**src/rtl/fix_muldiv_seq.sv**
```systemverilog
// fix_muldiv_seq: signed Q(WS-DP).DP multiply/divide unit behind valid/ready handshakes.
// Multiply is a single cycle with round-half-up and saturation. Divide is a
// bit-serial restoring divider on the operand magnitudes, WS+DP cycles per result.
module fix_muldiv_seq #(
  parameter int unsigned WS = 16,
  parameter int unsigned DP = 8
) (
  input  logic          clk,
  input  logic          rst_n,
  input  logic          in_valid,
  output logic          in_ready,
  input  logic          op,
  input  logic [WS-1:0] a,
  input  logic [WS-1:0] b,
  output logic          out_valid,
  input  logic          out_ready,
  output logic [WS-1:0] c,
  output logic          ovf,
  output logic          dz
);

  localparam int unsigned NW = WS + DP;           // divider dividend / quotient width
  localparam int unsigned PW = 2 * WS;            // full product width
  localparam int unsigned CW = $clog2(NW + 1);    // iteration counter width

  localparam logic [WS-1:0]        MAX_V = {1'b0, {(WS-1){1'b1}}};
  localparam logic [WS-1:0]        MIN_V = {1'b1, {(WS-1){1'b0}}};
  localparam logic signed [PW-1:0] MAX_P = {{(WS+1){1'b0}}, {(WS-1){1'b1}}};
  localparam logic signed [PW-1:0] MIN_P = {{(WS+1){1'b1}}, {(WS-1){1'b0}}};
  localparam logic [PW-1:0]        RND   = PW'(1) << (DP - 1);

  typedef enum logic [1:0] {
    S_IDLE,
    S_MUL,
    S_DIV,
    S_DONE
  } state_e;

  state_e        state_q, state_d;
  logic [WS-1:0] a_q, a_d;
  logic [WS-1:0] b_q, b_d;
  logic [NW-1:0] dvd_q, dvd_d;      // dividend shifts out MSB-first, quotient shifts in
  logic [WS-1:0] dvs_q, dvs_d;      // divisor magnitude
  logic [WS-1:0] rem_q, rem_d;      // partial remainder, always below the divisor
  logic [CW-1:0] cnt_q, cnt_d;
  logic [WS-1:0] c_q, c_d;
  logic          ovf_q, ovf_d;
  logic          dz_q, dz_d;
  logic          out_valid_q, out_valid_d;
  logic          in_ready_q, in_ready_d;

  // Operand magnitudes; the most negative value maps to 2^(WS-1) as unsigned
  logic [WS-1:0] a_mag, b_mag;

  always_comb begin
    a_mag = a[WS-1] ? (~a + WS'(1)) : a;
    b_mag = b[WS-1] ? (~b + WS'(1)) : b;
  end

  // Multiply: full signed product, round half toward +inf, saturate to WS bits
  logic signed [PW-1:0] a_ext, b_ext, prod, prod_rnd, mul_r;
  logic [WS-1:0]        mul_c;
  logic                 mul_ovf;

  always_comb begin
    a_ext    = {{WS{a_q[WS-1]}}, a_q};
    b_ext    = {{WS{b_q[WS-1]}}, b_q};
    prod     = a_ext * b_ext;
    prod_rnd = prod + RND;
    mul_r    = prod_rnd >>> DP;
    mul_c    = mul_r[WS-1:0];
    mul_ovf  = 1'b0;
    if (mul_r > MAX_P) begin
      mul_c   = MAX_V;
      mul_ovf = 1'b1;
    end else if (mul_r < MIN_P) begin
      mul_c   = MIN_V;
      mul_ovf = 1'b1;
    end
  end

  // One restoring-division step: shift in next dividend bit, subtract if it fits
  logic [WS:0]   rem_sh;
  logic [WS-1:0] rem_sub, rem_nx;
  logic          q_bit;
  logic [NW-1:0] quo_nx;

  always_comb begin
    rem_sh  = {rem_q, dvd_q[NW-1]};
    q_bit   = (rem_sh >= {1'b0, dvs_q});
    rem_sub = rem_sh[WS-1:0] - dvs_q;
    rem_nx  = q_bit ? rem_sub : rem_sh[WS-1:0];
    quo_nx  = {dvd_q[NW-2:0], q_bit};
  end

  // Divide result from the final quotient: sign fix-up, saturation, divide-by-zero
  logic          div_sign;
  logic [WS-1:0] div_q_lo, div_c;
  logic          div_ovf, div_dz;

  always_comb begin
    div_sign = a_q[WS-1] ^ b_q[WS-1];
    div_q_lo = quo_nx[WS-1:0];
    div_c    = div_sign ? (~div_q_lo + WS'(1)) : div_q_lo;
    div_ovf  = 1'b0;
    div_dz   = 1'b0;
    if (b_q == '0) begin
      div_c  = a_q[WS-1] ? MIN_V : MAX_V;
      div_dz = 1'b1;
    end else if (!div_sign && (quo_nx > NW'(MAX_V))) begin
      div_c   = MAX_V;
      div_ovf = 1'b1;
    end else if (div_sign && (quo_nx > NW'(MIN_V))) begin
      div_c   = MIN_V;
      div_ovf = 1'b1;
    end
  end

  // Next-state and register-update logic
  always_comb begin
    state_d     = state_q;
    a_d         = a_q;
    b_d         = b_q;
    dvd_d       = dvd_q;
    dvs_d       = dvs_q;
    rem_d       = rem_q;
    cnt_d       = cnt_q;
    c_d         = c_q;
    ovf_d       = ovf_q;
    dz_d        = dz_q;
    out_valid_d = out_valid_q;
    in_ready_d  = in_ready_q;

    case (state_q)
      S_IDLE: begin
        if (in_valid && in_ready_q) begin
          a_d        = a;
          b_d        = b;
          dvd_d      = {a_mag, {DP{1'b0}}};
          dvs_d      = b_mag;
          rem_d      = '0;
          cnt_d      = '0;
          in_ready_d = 1'b0;
          state_d    = op ? S_DIV : S_MUL;
        end
      end
      S_MUL: begin
        c_d         = mul_c;
        ovf_d       = mul_ovf;
        dz_d        = 1'b0;
        out_valid_d = 1'b1;
        state_d     = S_DONE;
      end
      S_DIV: begin
        dvd_d = quo_nx;
        rem_d = rem_nx;
        cnt_d = cnt_q + CW'(1);
        if (cnt_q == CW'(NW - 1)) begin
          c_d         = div_c;
          ovf_d       = div_ovf;
          dz_d        = div_dz;
          out_valid_d = 1'b1;
          state_d     = S_DONE;
        end
      end
      S_DONE: begin
        if (out_ready) begin
          out_valid_d = 1'b0;
          in_ready_d  = 1'b1;
          state_d     = S_IDLE;
        end
      end
      default: begin
        state_d = S_IDLE;
      end
    endcase
  end

  // State and datapath registers with asynchronous reset
  always_ff @(posedge clk or negedge rst_n) begin
    if (!rst_n) begin
      state_q     <= S_IDLE;
      a_q         <= '0;
      b_q         <= '0;
      dvd_q       <= '0;
      dvs_q       <= '0;
      rem_q       <= '0;
      cnt_q       <= '0;
      c_q         <= '0;
      ovf_q       <= 1'b0;
      dz_q        <= 1'b0;
      out_valid_q <= 1'b0;
      in_ready_q  <= 1'b1;
    end else begin
      state_q     <= state_d;
      a_q         <= a_d;
      b_q         <= b_d;
      dvd_q       <= dvd_d;
      dvs_q       <= dvs_d;
      rem_q       <= rem_d;
      cnt_q       <= cnt_d;
      c_q         <= c_d;
      ovf_q       <= ovf_d;
      dz_q        <= dz_d;
      out_valid_q <= out_valid_d;
      in_ready_q  <= in_ready_d;
    end
  end

  assign in_ready  = in_ready_q;
  assign out_valid = out_valid_q;
  assign c         = c_q;
  assign ovf       = ovf_q;
  assign dz        = dz_q;

endmodule

```
**config.mk**
```make
export PLATFORM = sky130hd
export DESIGN_NAME = fix_muldiv_seq
export DESIGN_NICKNAME = d
export VERILOG_FILES = /design/src/rtl/fix_muldiv_seq.sv
export SDC_FILE = /design/constraint.sdc
export NUM_CORES = 1
export LEC_CHECK = 0
export CAP_MARGIN = 20
export CELL_PAD_IN_SITES_DETAIL_PLACEMENT = 1
export CELL_PAD_IN_SITES_GLOBAL_PLACEMENT = 1
export CORE_UTILIZATION = 45
export DETAILED_ROUTE_END_ITERATION = 8
export GPL_ROUTABILITY_DRIVEN = 0
export PLACE_DENSITY = 0.74
export RECOVER_POWER = 25
export SLEW_MARGIN = 5
export SYNTH_ARGS = -nofsm -noshare
export SYNTH_HDL_FRONTEND = slang
export SYNTH_SLANG_ARGS = --single-unit
```
**constraint.sdc**
```tcl
create_clock -name clk -period 20.8 [get_ports clk]
set_input_delay 2.08 -clock clk [delete_from_list [all_inputs] [get_ports clk]]
set_output_delay 2.08 -clock clk [all_outputs]
set_load 0.05 [all_outputs]
```
==> impl_metrics.ini, run 1 <==
[hold_path]
holdPathEnd = dvs_q[7]$_DFFE_PN0P_
hold_path_startpoint = dvs_q[7]$_DFFE_PN0P_
whs_path_depth = 2
hold_path_class = register to register

[synth]
syn_inst = 1977
ys.warnings.count = 0
synth.most_common_cell = inv_1
synthFlopType = dfrtp_1
async_reset_ff_share_pct = 100
yosysTopAreaCell = fa_1
synth_area_per_cell_um2 = 8.58
synth_area_mm2 = 0.0170
netlist_top_cells_count = inv_1, nand2_1, fa_1
synth_cell_type_count = 80
seq_area_frac_synth_pct = 16.8
synth_nets = 2378
synthTopCellsByArea = fa_1, dfrtp_1, inv_1
ys_seq_elements = 114
synth_edf_count = 0
synthDominantCellAreaShare_pct = 31.0

[routing]
drt_iter0_drc = 743
routed_wl_um = 50600
drtAntennaViolNets = 0
drt_pass1_iterations = 5
wl_per_cell_um = 20.4
viasPerCell = 5.45
remaining_drc_errors = 0
num_vias = 13552

[sta]
maxSlewViolCount = 118
rsz0062_at_grt = false
period_minus_slack_ns = 8.26
fin_setup_tns_ns = 0
setup_violations = 0
fin_crit_sh_pct = 39.7
clock_skew_ns = 0.0157
fmax_ghz = 0.121
hold_viol = 0
worst_pin_slew_ns = 3.18
slew_headroom_pct = -112

[grt]
overflow = 0
grt_pass1_wl_um = 82300
antenna_found_initial = 0
grtUsageTotal_pct = 27.6
grt_max_degree = 62
grt_pass1_vias = 14786

[setup_path]
crit_arrival_ns = 8.57
end_kind = register
rr_endpoint = c[10]$_DFFE_PN0P_
max_stage_delay_ns = 0.83
crit_top_cell = inv_1
cp.buffers_inverters = 7
crit_cells = 25
crit_family = adder cells
cp_max_fo = 19
reg2reg_depth = 25
cp_slowest_cell = fa_1
start_kind = register
crit_type = register to register
r2r-start = a_q[15]$_DFFE_PN0P_
rrSetupSlack_ns = 12.54
crit_required_ns = 21.11

[cts]
clkSinkCount = 114
cts.clk_slew.worst_paths_ns = 0.06
cts_htree_levels = 4
cts_hold_buf = 0
tritoncts = built
cts_buffer_depth = 2
worstSkewPairLatency_ns = 0.44
cts_repair_resize_count = 0
cts_made_buffers = 17
post-cts-setup-buffers = 0
root_buffer = clkbuf_16

[final_layout]
nNetsFinal = 2372
num_antenna_cells = 0
fillCellCount = 4340
multi_input_area_mm2 = 0.0124
layout-drive-gt1-share_pct = 3.83
regArea_mm2 = 0.00285
area_growth_syn_to_layout_pct = 9.17

[floorplanning]
design.die.area_mm2 = 0.0385
die_w_um = 196
die_height_um = 196
core_area_mm2 = 0.0369
fp-row-count = 70
initial_core_util_pct = 46.0
io-pin-count = 57

[place]
io_buffers = 56
hpwl_um = 39500

[outcome]
outcome = finished with violations
violations = max-capacitance violations, max-slew violations

[flow_run]
maxCapViolCount = 2
## worst register-to-register path: cells and delay by family (launching register included)
family          cells  cell delay (ns)
flops               1             0.77
simple gates        2             0.57
fa+ha+maj           7             3.95
compound gates      9             2.13
buf+inv             7             0.69
## how the worst max path moves through the flow
| stage | endpoint | slack [ns] | start |
|---|---|---|---|
| after floorplan | c[10]$_DFFE_PN0P_ | 13.40 | b_q[3]$_DFFE_PN0P_ |
| after global placement | c[1]$_DFFE_PN0P_ | 12.65 | a_q[15]$_DFFE_PN0P_ |
| after detailed placement | c[2]$_DFFE_PN0P_ | 12.18 | a_q[15]$_DFFE_PN0P_ |
| after CTS | c[2]$_DFFE_PN0P_ | 12.06 | a_q[15]$_DFFE_PN0P_ |
| after global routing | c[10]$_DFFE_PN0P_ | 12.08 | a_q[15]$_DFFE_PN0P_ |
| final | c[10]$_DFFE_PN0P_ | 12.54 | a_q[15]$_DFFE_PN0P_ |
## sequential cells by signal (all words and copies together), names as in the netlist
name	flops
a_q	16
b_q	16
c	16
cnt_q	5
dvd_q	24
dvs_q	15
dz	1
in_ready	1
out_valid	1
ovf	1
rem_q	16
state_q	2
## layout by cell type, fill, tap and decap left out, drive strengths merged, types with 12 or more instances in the layout
cell | synthesis | routed
a21oi | 85 | 85
a22o | 14 | 14
and2 | 117 | 117
clkbuf | 82 | 22
clkdlybuf4s50 | 0 | 53
dfrtp | 113 | 113
fa | 263 | 263
ha | 101 | 101
inv | 367 | 369
nand2 | 328 | 328
nand3 | 16 | 16
nand4 | 12 | 12
nor2 | 98 | 98
nor3 | 19 | 19
o21ai | 100 | 100
o31ai | 19 | 19
xnor2 | 37 | 37
xor2 | 35 | 35
## kinds of logic (layout without fill, tap and decap cells)
logic type      after synthesis  in the layout  synth area share (%)
buf+inv                     458            465                  10.2
xor+xnor                     72             72                  3.81
simple gates                648            648                  17.7
flops                       114            114                  16.8
compound gates              310            310                  12.2
fa+ha+maj                   364            364                  38.5
mux                          11             11                 0.679
## metal layers
layer	part of all wire (%)	up-vias	global-route usage [%]
met3	4.2	42	3.25
met2	49	285	46.9
met5	0	-	0
met4	1.2	0	4.83
li1	-	6190	-
met1	46	7035	38.4
## per-stage QoR
step	std cells	utilization, %	cell area [um2]	hold slack (ns)	setup slack, ns
6_report	2488	50.2	18500	0.475	12.54
5_1_grt	2488	50.2	18500	0.528	12.08
4_1_cts	2487	50.2	18500	0.483	12.06
3_5_place_dp	2455	48.5	17900	0.470	12.18
3_3_place_gp	2455	48.5	17900	0.465	12.65
2_1_floorplan	1977	-	17000	0.450	13.40
## cell type report
type,count,area share [%]
sequential,114,15.4
inverter,367,7.44
multi-input combinational,1405,66.9
tap,504,3.41
clock buffer,20,2.52
clock inverter,12,0.960
timing repair buffer,66,3.38
Power of run 1 is not shown: default switching activity piles up to over one toggle a cycle in this logic, so the estimate is an artifact.
==> run 2, diff against run 1 <==
PLACE_DENSITY = 0.77   (was 0.74)
clock period = 6.7 ns   (was 20.8 ns; I/O delays follow)
==> impl_metrics.ini, run 2 (synthesis results as in run 1) <==
[outcome]
outcome = finished with violations
violations = max-capacitance violations, max-slew violations, negative setup slack

[setup_path]
rr_endpoint = c[14]$_DFFE_PN0P_
end_kind = register
cp_slowest_cell = fa_1
crit_arrival_ns = 7.64
critPathLaunch = a_q[13]$_DFFE_PN0P_
crit_required_ns = 7.06
r2r-start = a_q[13]$_DFFE_PN0P_
cp-endpoint = c[14]$_DFFE_PN0P_
crit_top_cell = fa_1
reg2reg_depth = 27
crit_type = register to register
cp_max_fo = 7
start_kind = register
max_stage_delay_ns = 0.60
rrSetupSlack_ns = -0.58

[cts]
root_buffer = clkbuf_16
cts_htree_levels = 4
clkSinkCount = 114
cts_made_buffers = 17
cts_hold_buf = 0
cts_buffer_depth = 2
tritoncts = built
worstSkewPairLatency_ns = 0.46
cts.clk_slew.worst_paths_ns = 0.07

[sta]
fmax_ghz = 0.137
worst_slack_ns = -0.579
fin_crit_sh_pct = 109
period_minus_slack_ns = 7.28
maxSlewViolCount = 180
clock_skew_ns = 0.0200
hold_viol = 0
worst_pin_slew_ns = 3.37
setup_violations = 17
rsz0062_at_grt = true
slew_headroom_pct = -125

[floorplanning]
core_area_mm2 = 0.0369
die_height_um = 196
initial_core_util_pct = 46.0
design.die.area_mm2 = 0.0385
die_w_um = 196
fp-row-count = 70
io-pin-count = 57

[routing]
viasPerCell = 5.87
drtAntennaViolNets = 0
routed_wl_um = 69800
drt_pass1_iterations = 5
remaining_drc_errors = 0
num_vias = 16159
wl_per_cell_um = 25.3
drt_iter0_drc = 1140

[grt]
grtUsageTotal_pct = 35.1
grt_pass1_wl_um = 102000
grt_pass1_vias = 18174
grt_max_degree = 64
antenna_found_initial = 2
overflow = 0

[hold_path]
hold_path_class = register to register

[final_layout]
area_growth_syn_to_layout_pct = 25.8
largest_register_ff_count = 24
layout-drive-gt1-share_pct = 22.1
layout_commonest_cell = inv_1
nNetsFinal = 2636
layout.cells.most_common_list = inv_1, nand2_1, fa_1, buf_4, and2_1
fillCellCount = 4239
top_register = dvd_q

[place]
place_ws_ns = -0.316
io_buffers = 56
hpwl_um = 45800

[flow_run]
maxCapViolCount = 3
-- run 2: changes by cell type in the layout (fill, tap and decap cells not counted), moves of 21 or more --
cell,before,now
buf_4,9,221
buf_6,0,42
dfrtp_1,113,90
dfrtp_2,0,23
fa_1,263,242
fa_2,0,21
inv_1,366,339
inv_2,1,28
-- run 2: cell type report --
type / count / area (um2) / share of cell area [%]
multi-input combinational: 1405 / 13000 / 61.0
sequential: 114 / 2880 / 13.5
timing repair buffer: 330 / 2880 / 13.5
inverter: 367 / 1380 / 6.46
tap: 504 / 631 / 2.96
clock buffer: 17 / 425 / 1.99
clock inverter: 15 / 123 / 0.575
antenna: 1 / 2.50 / 0.0117
-- run 2: repair_timing --
item,CTS,global route
buffers inserted,59,20
pin swaps,127,63
gates resized for setup,156,59
gates cloned,2,0
endpoints found under the setup margin,16,17
-- run 2: through the flow --
step                      TNS [ns]  hold WS (ns)  cells  utilization (%)  instance area [um2]
final                        -8.52         0.482   2753             57.9                21300
after global routing         -9.60         0.527   2753             57.9                21300
after CTS                  -0.0278         0.331   2732             56.9                21000
after detailed placement     -3.83         0.476   2640             52.5                19300
after global placement       -1.53         0.465   2640             52.5                19300
after floorplan                  0         0.374   1977                -                17100
-- run 2: routing by layer --
layer	vias up	GRT usage, %	wire [um]
met2	802	61.6	34500
met3	366	5.91	4580
met5	-	0	0
met1	8279	39.2	25100
li1	6712	-	-
met4	0	23.0	5660
-- run 2: worst min path at each step --
stage / end / startpoint / slack [ns] / cells past startpoint
finish: dvs_q[13]$_DFFE_PN0P_ / dvs_q[13]$_DFFE_PN0P_ / 0.48 / 2
global route: dvs_q[6]$_DFFE_PN0P_ / dvs_q[6]$_DFFE_PN0P_ / 0.53 / 2
CTS: dvs_q[13]$_DFFE_PN0P_ / rst_n / 0.33 / 1
detailed placement: dvs_q[13]$_DFFE_PN0P_ / dvs_q[13]$_DFFE_PN0P_ / 0.48 / 2
global placement: dz$_DFFE_PN0P_ / dz$_DFFE_PN0P_ / 0.47 / 2
floorplan: a_q[0]$_DFFE_PN0P_ / rst_n / 0.37 / 0
-- run 2: critical path, delay by kind of cell (launching register included) --
| family | cells | cell delay [ns] |
|---|---|---|
| adders and majority gates | 7 | 3.47 |
| AOI/OAI and AO/OA | 6 | 1.09 |
| buffers and inverters | 8 | 1.02 |
| and+or+nand+nor | 5 | 0.86 |
| DFF | 1 | 0.47 |
| xor gates and xnor gates | 1 | 0.25 |
Power of run 2 is left out for the same reason.
==> run 3, diff against run 2 <==
HOLD_SLACK_MARGIN = 0.12   (was not set)
==> results of run 3 <==
No change in the layout: final DEF, timing and power equal those of run 2.
Power of run 3 is left out for the same reason.
